$ cat src/rtl/alu_pkg.sv
// Shared ALU definitions: operand/product widths, the final iteration index
// of the shift-and-add multiplier, and the multiply sequencer state type.
package alu_pkg;

  localparam int          OP_W      = 6;
  localparam int          PROD_W    = 12;
  localparam logic [2:0]  ITER_LAST = 3'd5;

  typedef enum logic [1:0] {
    IDLE = 2'd0,
    RUN  = 2'd1,
    DONE = 2'd2
  } mult_state_t;

endpackage

$ cat src/rtl/adder_6b.sv
// 6-bit ripple-carry adder.
// Ports:
//   i0, i1 : input  [5:0] addends
//   cin    : input        carry in
//   sum    : output [5:0] sum bits
//   cout   : output       carry out of bit 5
module adder_6b (
  input  logic [5:0] i0,
  input  logic [5:0] i1,
  input  logic       cin,
  output logic [5:0] sum,
  output logic       cout
);

  logic [6:0] carry;

  always_comb begin
    carry    = '0;
    sum      = '0;
    carry[0] = cin;
    for (int i = 0; i < 6; i++) begin
      sum[i]       = i0[i] ^ i1[i] ^ carry[i];
      carry[i + 1] = (i0[i] & i1[i]) | (carry[i] & (i0[i] ^ i1[i]));
    end
    cout = carry[6];
  end

endmodule

$ cat src/rtl/seq_mult_ctrl.sv
// Sequencing controller for a 6x6 unsigned shift-and-add multiplier.
// One adder_6b is time-shared over six iterations; start/done handshake.
// Ports:
//   clk     : input        rising-edge clock
//   reset   : input        asynchronous, active-high; clears all state
//   start   : input        multiply request, sampled only in IDLE
//   a, b    : input  [5:0] multiplicand / multiplier, captured on accept
//   busy    : output       high while iterating
//   done    : output       one-cycle pulse when product becomes valid
//   product : output [11:0] registered result, held until the next one lands
// Build option:
//   SEQ_MULT_ZERO_SKIP_EN - when defined, a zero operand skips the iterations
//   and finishes with product 0 one cycle after acceptance (busy stays low).
module seq_mult_ctrl
  import alu_pkg::*;
(
  input  logic              clk,
  input  logic              reset,
  input  logic              start,
  input  logic [OP_W-1:0]   a,
  input  logic [OP_W-1:0]   b,
  output logic              busy,
  output logic              done,
  output logic [PROD_W-1:0] product
);

  mult_state_t     state;
  logic [OP_W-1:0] m;
  logic [OP_W-1:0] acc;
  logic [OP_W-1:0] q;
  logic [2:0]      cnt;

  logic [OP_W-1:0] addend;
  logic [OP_W-1:0] sum;
  logic            cout;
  logic [OP_W-1:0] acc_next;
  logic [OP_W-1:0] q_next;

  // Add the multiplicand only when the current multiplier LSB is set.
  assign addend = q[0] ? m : '0;

  adder_6b u_adder (
    .i0   (acc),
    .i1   (addend),
    .cin  (1'b0),
    .sum  (sum),
    .cout (cout)
  );

  // The 13-bit {cout, sum, q} value shifts right by one: the carry becomes
  // the accumulator MSB and the sum LSB drops into the top of q, so after six
  // iterations {acc, q} is the full 12-bit product.
  assign acc_next = {cout, sum[OP_W-1:1]};
  assign q_next   = {sum[0], q[OP_W-1:1]};

  always_ff @(posedge clk or posedge reset) begin
    if (reset) begin
      state   <= IDLE;
      m       <= '0;
      acc     <= '0;
      q       <= '0;
      cnt     <= '0;
      busy    <= 1'b0;
      done    <= 1'b0;
      product <= '0;
    end else begin
      case (state)
        IDLE: begin
          done <= 1'b0;
          if (start) begin
`ifdef SEQ_MULT_ZERO_SKIP_EN
            if ((a == '0) || (b == '0)) begin
              state   <= DONE;
              product <= '0;
              done    <= 1'b1;
            end else begin
              m     <= a;
              q     <= b;
              acc   <= '0;
              cnt   <= '0;
              busy  <= 1'b1;
              state <= RUN;
            end
`else
            m     <= a;
            q     <= b;
            acc   <= '0;
            cnt   <= '0;
            busy  <= 1'b1;
            state <= RUN;
`endif
          end
        end

        RUN: begin
          acc <= acc_next;
          q   <= q_next;
          if (cnt == ITER_LAST) begin
            product <= {acc_next, q_next};
            busy    <= 1'b0;
            done    <= 1'b1;
            state   <= DONE;
          end else begin
            cnt <= cnt + 3'd1;
          end
        end

        DONE: begin
          // start is ignored here; the next request is sampled back in IDLE.
          done  <= 1'b0;
          state <= IDLE;
        end

        default: begin
          busy  <= 1'b0;
          done  <= 1'b0;
          state <= IDLE;
        end
      endcase
    end
  end

endmodule

$ cat config.mk
export PLATFORM = sky130hd
export DESIGN_NAME = seq_mult_ctrl
export DESIGN_NICKNAME = d
export VERILOG_FILES = /design/src/rtl/alu_pkg.sv /design/src/rtl/adder_6b.sv /design/src/rtl/seq_mult_ctrl.sv
export SDC_FILE = /design/constraint.sdc
export NUM_CORES = 1
export LEC_CHECK = 0
export ABC_AREA = 1
export ABC_CLOCK_PERIOD_IN_PS = 3700
export CAP_MARGIN = 5
export CORE_ASPECT_RATIO = 0.5
export CORE_MARGIN = 2
export CORE_UTILIZATION = 52
export CTS_CLUSTER_DIAMETER = 50
export DETAILED_ROUTE_END_ITERATION = 7
export PLACE_DENSITY = 0.78
export SYNTH_ARGS = -nofsm -noshare
export SYNTH_HDL_FRONTEND = slang
export SYNTH_SLANG_ARGS = --single-unit
$ cat constraint.sdc
create_clock -name clk -period 3.7 [get_ports clk]
set_clock_uncertainty 0.2 [all_clocks]
set_input_delay 0.74 -clock clk [delete_from_list [all_inputs] [get_ports clk]]
set_output_delay 0.74 -clock clk [all_outputs]
set_load 0.01 [all_outputs]
==> run metrics <==
layout cell share with drive strength beyond 1 around 6.5%; First-pass DRT Iterations 4; count of different cell masters after synthesis 17; combinational fraction of design power about two fifths; H-tree depth 2; width of the chip ~85 µm; Mapped Cells 200; number of nets at the end of the flow roughly 250; clock transition at the registers of the reported paths around 0.070 ns; post-synthesis share of cell area spent on xor and xnor gates 0%; Worst Hold Class reg -> reg; relative slew slack between 60 and 70%; number of buffers created by CTS 5; number of maximum-capacitance violations 0; post-synthesis cell area 1710 µm²; area enclosed by the die boundary 3800 µm²; Highest Clock Rate 348 MHz; slowest cell on the critical path sky130_fd_sc_hd__dfrtp_1; cells traversed along the worst timing path nand2_1 -> inv_1 -> ha_1 -> fa_1 -> inv_1 -> fa_1 -> inv_1 -> fa_1 -> inv_1 -> fa_1 -> fa_1 -> o21ai_0; starting density of the core a little under three fifths; async set or reset register ratio after synthesis 100%; fraction of the mapped netlist area in adder cells under 10%; type of the worst setup path reg -> reg; global-route wire length before repair ~5.4 mm; number of instances resized during post-cts repair 0; CP max stage delay about 0.44 ns; actual transition at the worst max-transition pin ~0.53 ns; antenna viol nets, final 0; post-detail-place hpwl 2.18 mm; Area growth, synth to finish 22.8%; maximum number of pins on one net before global-route repair 38; crit path capture type flip-flop; leading post-synthesis cells by instance count 98 x sky130_fd_sc_hd__nand2_1, 37 x sky130_fd_sc_hd__dfrtp_1, 14 x sky130_fd_sc_hd__inv_1, 14 x sky130_fd_sc_hd__nand3_1, 7 x sky130_fd_sc_hd__o21ai_0; Pwr Total ~0.0016 W; routed wirelength normalized by instance count about 12 µm; count of synthesis-stage warnings from yosys 0; final number of setup-violating endpoints 0; number of setup buffers added after CTS 0; master cell of the clock root buffer sky130_fd_sc_hd__clkbuf_8; Worst EP required approximately 3.7 ns; Clk pwr share between 10% and 20%; buffer depth of the longest clock path 2; final weighted congestion in routability-driven placement roughly 0.76; clock net sink count 37; number of antenna violations at the first check in global routing 0; Ports 29; FP Rows 14; worst-skew pair later-pin latency 0.29 ns; most used standard cell by instance count after synthesis sky130_fd_sc_hd__nand2_1; share of the synthesized area in compound gates (AO/OA/AOI/OAI) 2.92%; post-placement worst setup slack around 0.80 ns; register bit total from synthesis 37; worst ir drop on vdd ~0.44 mV; unrepaired setup endpoints after global routing false; Synth area leader sky130_fd_sc_hd__dfrtp_1; internal power 0.000997 W; largest driver fanout on the critical path 7; power per unit of standard cell area between 700 and 800 nW/µm²; placeable core region 3070 µm²; switching share of power about 39%; share of the clock period used by the worst path after layout between 70% and 80%; register share of total power 42.1%; share of synthesized cell area in and, or, nand and nor gates 29.7%; final antenna diode count 0; family with the most delay on the worst path adder cells; number of hold buffers added after CTS 0; Net Switching about 0.00063 W; aggregate routed wire length roughly 3.3 mm; outcome finished, final reports clean; worst setup margin approximately 0.83 ns; minimum clock period after layout approximately 2.9 ns; combinational family with the most area after synthesis simple AND/OR/NAND/NOR gates; floorplan die height about 45 µm; data arrival time at the worst-slack endpoint between 2 and 3 ns; combined buffer and inverter count along the critical path 4; leading cell types by total area after synthesis sky130_fd_sc_hd__dfrtp_1 54%, sky130_fd_sc_hd__nand2_1 21%, sky130_fd_sc_hd__fa_1 5.8%, sky130_fd_sc_hd__nand3_1 4.1%, sky130_fd_sc_hd__inv_1 3.1%; Tot GR Track Use between 15 and 20%; crit path launch type flip-flop; setup TNS after final layout 0 ns; post-synthesis net count 223; number of global-route vias before repair between 1,000 and 1,500; DR DRC count 0; average cell area after synthesis around 8.6 µm²; cell repeated most along the worst path sky130_fd_sc_hd__fa_1; TritonCTS clock tree done; hold slack final around 0.28 ns; mux cell area share after synthesis 0%; IO buf count 28; hold violation count in the final report 0; Vias 1,360; number of synthesized flops with an enable pin 0; number of DRC markers after the initial detailed-route iteration approximately 60; total grt overflow 0; number of pins exceeding their max-slew limit in the final report 0; top cell type's share of synthesized area a little over half; most frequently used flop master after synthesis sky130_fd_sc_hd__dfrtp_1; sequential fraction of the synthesis area between 50 and 60%; Static Leak 1.10 nW; detailed-route vias per instance approximately 5
[per-layer routing]
layer | track usage (%) | wire, µm | part of all wire (%)
met5 | 0 | 0 | 0
met4 | 8.89 | 54 | 1.7
met3 | 6.53 | 149 | 4.6
met2 | 27.0 | 1400 | 43
met1 | 28.0 | 1660 | 51
[cells in the final DEF, fill, tap and decap left out]
master and n:
sky130_fd_sc_hd__nor2_1 5, sky130_fd_sc_hd__clkdlybuf4s50_1 28, sky130_fd_sc_hd__nand2_1 98, sky130_fd_sc_hd__clkbuf_1 3
sky130_fd_sc_hd__o21ai_0 7, sky130_fd_sc_hd__a21oi_1 1, sky130_fd_sc_hd__nand2_2 3, sky130_fd_sc_hd__nor2_4 1
sky130_fd_sc_hd__clkbuf_8 5, sky130_fd_sc_hd__inv_2 3, sky130_fd_sc_hd__dfrtp_1 37, sky130_fd_sc_hd__nand3_2 1
sky130_fd_sc_hd__ha_1 3, sky130_fd_sc_hd__buf_4 1, sky130_fd_sc_hd__nand4_2 1, sky130_fd_sc_hd__nand3_1 14
sky130_fd_sc_hd__inv_1 14, sky130_fd_sc_hd__o21ai_1 2, sky130_fd_sc_hd__fa_1 5
[path summary, 6_finish.rpt]
| path | start | end | slack [ns] | depth (start not counted) |
|---|---|---|---|---|
| worst min register to register | product[0] | product[0] | 0.28 | 2 |
| worst max register to register | q[0] | product[10] | 0.83 | 12 |
| max in group asynchronous | reset | product[3] | 2.32 | 3 |
| min in group asynchronous | reset | cnt[0] | 0.65 | 3 |
| worst max-delay path | q[0] | product[10] | 0.83 | 12 |
| worst min-delay path | product[0] | product[0] | 0.28 | 2 |
[kinds of logic (layout without fill, tap and decap cells)]
kind of cell               after synthesis  after routing
and+or+nand+nor                        123            123
DFF                                     37             37
buffers and inverters                   22             54
AOI/OAI and AO/OA                       10             10
adders and majority gates                8              8
[state kept, by name, indices dropped and copies added (netlist names)]
| signal | flops |
|---|---|
| acc | 6 |
| busy | 1 |
| cnt | 3 |
| done | 1 |
| m | 6 |
| product | 12 |
| q | 6 |
| state | 2 |
[power groups by stage]
stage,registers (W),clock network [W],logic (W)
3_3_place_gp,0.000685,0,0.000654
5_1_grt,0.000706,0.000289,0.000765
4_1_cts,0.000683,0.000273,0.000676
3_5_place_dp,0.000688,0,0.000673
2_1_floorplan,0.000701,0,0.000421
6_report,0.000683,0.000270,0.000671
[final cells by class]
| cell class | count | area (µm²) |
|---|---|---|
| clock buffers | 8 | 80.1 |
| fillers | 236 | 961 |
| inverters | 17 | 63.8 |
| multi-input cells | 141 | 697 |
| flip-flops and latches | 37 | 926 |
| well taps | 40 | 50.0 |
| repair buffers | 29 | 288 |
[through the flow]
stage,area [µm²],util (%),instances
4_1_cts,2100,68.7,272
2_1_floorplan,1710,-,200
6_report,2100,68.7,272
3_3_place_gp,2020,66.0,264
5_1_grt,2100,68.7,272
3_5_place_dp,2020,66.0,264
[tightest hold or removal path, stage by stage, from the launching register on]
cell and delay [ns]:
sky130_fd_sc_hd__dfrtp_1 0.34, sky130_fd_sc_hd__nand2_1 0.05, sky130_fd_sc_hd__nand2_1 0.05
(Power assumes the default switching activity.)
